$ cat src/rtl/vedic_mult8_seq_ctrl.sv
// Sequential 8x8 unsigned Vedic multiplier controller: four exact 4x4 nibble
// products, then three additions on a shared external 8-bit adder.
module vedic_mult8_seq_ctrl #(
    parameter bit ZERO_BYPASS = 1'b1,
    parameter int PP_W        = 8
) (
    input  logic              clk,
    input  logic              rst,
    input  logic              in_valid,
    output logic              in_ready,
    input  logic [PP_W-1:0]   a,
    input  logic [PP_W-1:0]   b,
    output logic              out_valid,
    input  logic              out_ready,
    output logic [2*PP_W-1:0] product,
    output logic [PP_W-1:0]   add_a,
    output logic [PP_W-1:0]   add_b,
    output logic              add_cin,
    input  logic [PP_W-1:0]   add_sum,
    input  logic              add_cout
);

    typedef enum logic [2:0] {IDLE, S_MID, S_LOW, S_HIGH, DONE} state_t;

    state_t          state, state_next;
    logic [PP_W-1:0] p0, p1, p2, p3;
    logic [PP_W:0]   x, y;
    logic            zero_op;

    assign zero_op   = ZERO_BYPASS && ((a == '0) || (b == '0));
    assign in_ready  = (state == IDLE);
    assign out_valid = (state == DONE);
    assign add_cin   = 1'b0;

    always_comb begin
        state_next = state;
        add_a      = '0;
        add_b      = '0;
        case (state)
            IDLE: begin
                if (in_valid) state_next = zero_op ? DONE : S_MID;
            end
            S_MID: begin
                add_a      = p1;
                add_b      = p2;
                state_next = S_LOW;
            end
            S_LOW: begin
                add_a      = x[PP_W-1:0];
                add_b      = {4'b0, p0[7:4]};
                state_next = S_HIGH;
            end
            S_HIGH: begin
                add_a      = p3;
                add_b      = {3'b0, y[8:4]};
                state_next = DONE;
            end
            DONE: begin
                if (out_ready) state_next = IDLE;
            end
            default: state_next = IDLE;
        endcase
    end

    // Adder results are taken verbatim; the middle-column carry is OR-merged
    // rather than added, and the final carry-out is deliberately dropped.
    always_ff @(posedge clk) begin
        if (rst) begin
            state   <= IDLE;
            p0      <= '0;
            p1      <= '0;
            p2      <= '0;
            p3      <= '0;
            x       <= '0;
            y       <= '0;
            product <= '0;
        end else begin
            state <= state_next;
            case (state)
                IDLE: begin
                    if (in_valid) begin
                        p0 <= PP_W'(a[3:0]) * PP_W'(b[3:0]);
                        p1 <= PP_W'(a[7:4]) * PP_W'(b[3:0]);
                        p2 <= PP_W'(a[3:0]) * PP_W'(b[7:4]);
                        p3 <= PP_W'(a[7:4]) * PP_W'(b[7:4]);
                        if (zero_op) product <= '0;
                    end
                end
                S_MID:   x <= {add_cout, add_sum};
                S_LOW:   y <= {x[PP_W] | add_cout, add_sum};
                S_HIGH:  product <= {add_sum, y[3:0], p0[3:0]};
                default: ;
            endcase
        end
    end

endmodule

$ cat config.mk
export PLATFORM = sky130hd
export DESIGN_NAME = vedic_mult8_seq_ctrl
export DESIGN_NICKNAME = d
export VERILOG_FILES = /design/src/rtl/vedic_mult8_seq_ctrl.sv
export SDC_FILE = /design/constraint.sdc
export NUM_CORES = 1
export LEC_CHECK = 0
export ABC_AREA = 0
export CAP_MARGIN = 20
export CORE_AREA = 2 2 93 95
export CTS_CLUSTER_DIAMETER = 200
export DETAILED_ROUTE_END_ITERATION = 6
export DIE_AREA = 0 0 95 97
export HOLD_SLACK_MARGIN = 0.05
export PLACE_DENSITY = 0.95
export SYNTH_ARGS = -nofsm -noshare
export SYNTH_HDL_FRONTEND = slang
export SYNTH_SLANG_ARGS = --single-unit
$ cat constraint.sdc
create_clock -name clk -period 4.5 [get_ports clk]
set_input_delay 0.675 -clock clk [delete_from_list [all_inputs] [get_ports clk]]
set_output_delay 0.675 -clock clk [all_outputs]
set_load 0.01 [all_outputs]
-- Yosys cells after proc, flatten, opt, wreduce, memory -nomap -nowiden
Cells that the tools add are included.
W data, S select, Z words.
- reductions and logical operators: 8
- bitwise logic cells: 1
- magnitude comparators: 0
- equal/unequal tests: 7
- add/sub/neg operators: 0
- $mul: 4
- muxes and demuxes: 9
- divide/modulo/power cells: 0
- shift operators: 0
- operator list (operator ; number):
    $pmux W8 S3 ; 2
    $mul A4 B4 Y8 ; 4
    $mux W16 ; 2
    $pmux W16 S2 ; 1
    $logic_not A8 Y1 ; 2
    $pmux W3 S5 ; 1
    $mux W3 ; 3
    $eq A3 B2 Y1 const B ; 2
    $ne A2 B1 Y1 const B ; 2
    $reduce_and A2 Y1 ; 2
    $eq A3 B1 Y1 const B ; 1
    $eq A3 B3 Y1 const B ; 1
    $logic_not A3 Y1 ; 1
    $reduce_and A3 Y1 ; 1
    $ne A2 B2 Y1 const B ; 1
    $reduce_bool A2 Y1 ; 1
    $logic_or A1 B1 Y1 ; 1
    $or A1 B1 Y1 ; 1
- memory bits (writable): 0
- memories: 0
- bits in registers: 69
- memory bits (read-only): 0
- bits in latches: 0
- output and inout bits: 35

-- Depth between registers and ports, before layout
- depth in word-level cells: 5
- depth in mapped cells: 11
- gate-level depth less buffers: 10

-- Worst setup path after synthesis
OpenSTA, ideal clock, no wires.
- kind: input port to flip-flop
- start: input a[4]
- end: register p1[7]
- data required time: 4.376 ns
- arrival time: 3.043 ns
- buffers on the path: 1
- slack: 1.334 ns
- stages: 10
- cells stage by stage: clkbuf_1 nand2_1 fa_1 inv_1 fa_1 ha_1 a21o_1 a221o_1 mux2i_1 nand3_1
- cells in the longest elaborated chain, start to end: 1
- ends and longest elaborated chain (element ; line ; RTL):
    start: declaration ; 11 ; input logic [PP_W-1:0] a,
    $mul A4 B4 Y8 ; 83 ; p1 <= PP_W'(a[7:4]) * PP_W'(b[3:0]);
    end signal: assignment ; 83 ;
    end: declaration ; 26 ; logic [PP_W-1:0] p0, p1, p2, p3;
No other way between the ends.
A chain may end at the register's enable or synchronous reset.

-- Worst setup path after layout
- start: input a[4]
- end: register p1[6]
Same word-level chain as after synthesis.

==> results.cfg <==
[outcome]
status = finished, final reports clean

[synthesis]
syn_avg_cell_area_um2 = 8.35
synthSimpleGateAreaFrac = 0.293
synth_compound_area_frac = 0.110
syn_inst = 588
synth.top_cell.area_share = 0.281
syn_area_mm2 = 0.00491
synth_nets = 681
ys_warn_count = 0
synth_area_leaders = dfxtp_1 (28%), ha_1 (12%), fa_1 (6.5%), and2_1 (6.1%), nand2_1 (5.1%)
synth_top_family_by_area = simple AND/OR/NAND/NOR gates
yosysUniqueCellTypes = 40
synthMuxAreaShare = 0.0724
ys_ff_latch = 69
synth_fa_ha_area_frac = 0.188
yosysTopAreaCell = dfxtp_1
synth-seq-area-share = 0.281
synth_xor_area_frac = 0.00714

[clock_network]
cts_resized = 0
clk_pin_slew_ns = 0.08
clkSinkCount = 69
cts_buffers = 9
postCtsSetupBuffers = 0
cts-htree-levels = 3
clk_latency_ns = 0.36
hold_buffers = 0
clk_path_buf_depth = 2
cts_tree = done
clockRootBuffer = clkbuf_8

[sta]
final.min_clock_period_ns = 3.48
fin_setup_tns_ns = 0
fin_worst_skew_ns = 0.0119
tightest_slew_ns = 1.08
hold_viol = 0
maxSlewHeadroom = 0.282
rsz0062_at_grt = false
max_clock_freq_mhz = 287
drv_slew = 0
timing.final.ws_setup_ns = 1.02
finalCritPeriodShare = 0.773
whs_ns = 0.458
setup_viol = 0

[die]
io_pins = 64
die_x_um = 95
row_count = 33
die_y_um = 97
start_util = 0.603
core_mm2 = 0.00813
die_area_mm2 = 0.00922

[worst_setup_path]
worstPathCellList = clkdlybuf4s50_1 -> nand2_1 -> fa_1 -> inv_1 -> fa_1 -> fa_1 -> a21o_1 -> a21oi_1 -> nand4b_1 -> nand3_1
worstSetupPathType = in -> reg
critical_path_required_ns = 4.80
cp_slowest_cell = clkdlybuf4s50_1
r2r_slack_ns = 2.01
cp-start-kind = primary input
cp-end-kind = register
crit_arrival_ns = 3.78
path_delay_family = adder cells
timing.critical_path.buf_inv = 2
cp_common_cell = fa_1
worstPathMaxFanout = 9
max_stage_delay_ns = 0.67

[global_routing]
grt_overflow = 0
use_met2 = 0.450
grt.total_usage = 0.282
met1_usage = 0.383
grt_pass1_wl_mm = 21.0
grt_pass1_vias = 4320
grt-busiest-layer = met2
met3_usage = 0.0522
antenna_found_initial = 0
grt_max_degree = 114

[detailed_routing]
vias = 4524
wire_per_inst_um = 16.8
dr.pass1.iters = 6
viasPerCell = 6.13
drt_iter0_markers = 428
drc = 0
wl_mm = 12.4
drt.antenna.violating_nets = 0

[layout]
layout_commonest_cell = dfxtp_1
diodes = 0
layout.nets = 721
fill_cells = 573
layout-drive-gt1-share = 0.0616
areaGrowthSynthToFinish_pct = 17.4
final_cell_mix = dfxtp_1 (69), nand2_1 (67), clkdlybuf4s50_1 (61), nor2_1 (60)

[placed_design]
dpl.hpwl_mm = 8.58
io_buffers = 62
gp_congestion = 0.875
place_ws_ns = 0.682

[min_path]
holdCritPathClass = reg -> reg

[job]
drv_cap = 0

[power_and_ir_drop]
ir_drop_mv = 0.166
powerDensity_mw_per_mm2 = 297
power.static_leakage_uw = 0.00244
## power by group
part,internal (uW),total (uW),switching [uW]
Clock,313,568,255
Combinational,196,449,253
Sequential,655,692,36.4
Total,1170,1710,544
## per-layer routing
layer	up-vias	wire (um)	part of all wire
li1	2121	-	-
met1	2156	5320	0.43
met2	217	5810	0.47
met3	30	980	0.079
met4	0	291	0.023
met5	-	0	0
## synth_stat cells, drive strengths merged
| cell type | instances |
|---|---|
| dfxtp | 69 |
| nand2 | 67 |
| nor2 | 60 |
| and2 | 48 |
| ha | 48 |
| a21oi | 44 |
| nand3b | 29 |
| clkbuf | 28 |
| mux2i | 22 |
| o21ai | 18 |
| fa | 16 |
| inv | 16 |
| nand3 | 15 |
| buf | 12 |
| mux2 | 12 |
| a22oi | 8 |
| and3 | 8 |
| nor3 | 8 |
| a21o | 7 |
| nand4b | 7 |
| or4 | 7 |
| a211oi | 5 |
| nor4 | 5 |
| or4b | 5 |
| a221o | 4 |
| nor4b | 4 |
| xnor2 | 4 |
| nor2b | 3 |
| nor3b | 2 |
| o21a | 2 |
| a31oi | 1 |
| conb | 1 |
| nand2b | 1 |
| o311ai | 1 |
| o31a | 1 |
## stage by stage
| step | utilization | instances | instance area [um2] | total power, uW |
|---|---|---|---|---|
| 6_report | 0.709 | 738 | 5760 | 1710 |
| 5_1_grt | 0.709 | 738 | 5760 | 1780 |
| 4_1_cts | 0.707 | 737 | 5750 | 1700 |
| 3_5_place_dp | 0.680 | 721 | 5530 | 1140 |
| 3_3_place_gp | 0.679 | 720 | 5520 | 1110 |
| 2_1_floorplan | - | 588 | 4910 | 997 |
## path summary, 6_finish.rpt
path / from / end / cells after the start
hold reg to reg: p1[1]$_SDFFE_PP0P_ / p1[1]$_SDFFE_PP0P_ / 2
setup reg to reg: state[0]$_SDFFE_PP0P_ / p2[6]$_SDFFE_PP0P_ / 4
setup / recovery: a[4] / p1[6]$_SDFFE_PP0P_ / 10
hold / removal: p1[1]$_SDFFE_PP0P_ / p1[1]$_SDFFE_PP0P_ / 2
## cell type report
cell class                      instances  area, um2  area share
Clock buffer                            9        124      0.0215
Clock inverter                          7       97.6      0.0169
Inverter                               16       60.1      0.0104
Multi-Input combinational cell        463       3300       0.572
Sequential cell                        69       1380       0.240
Tap cell                              105        131      0.0228
Timing Repair Buffer                   69        672       0.117
## worst min-delay path, cell delays in order (launching register included)
cell and delay, ns:
dfxtp_1 0.31, nand2_1 0.05, a21oi_1 0.05
## state kept, by name, indices dropped and copies added, names as in the netlist
register and count:
p3 8, p2 8, p0 8, state 3, y 9, p1 8, x 9, product 16
## cell families (layout without fill, tap and decap cells)
| group | count (synthesis) | after routing |
|---|---|---|
| AOI/OAI and AO/OA | 91 | 91 |
| xor gates and xnor gates | 4 | 4 |
| adders and majority gates | 64 | 64 |
| buffers and inverters | 56 | 101 |
| DFF | 69 | 69 |
| muxes | 34 | 34 |
| other | 1 | 1 |
| and+or+nand+nor | 269 | 269 |
Note: power is estimated with default switching activity, not from simulation.
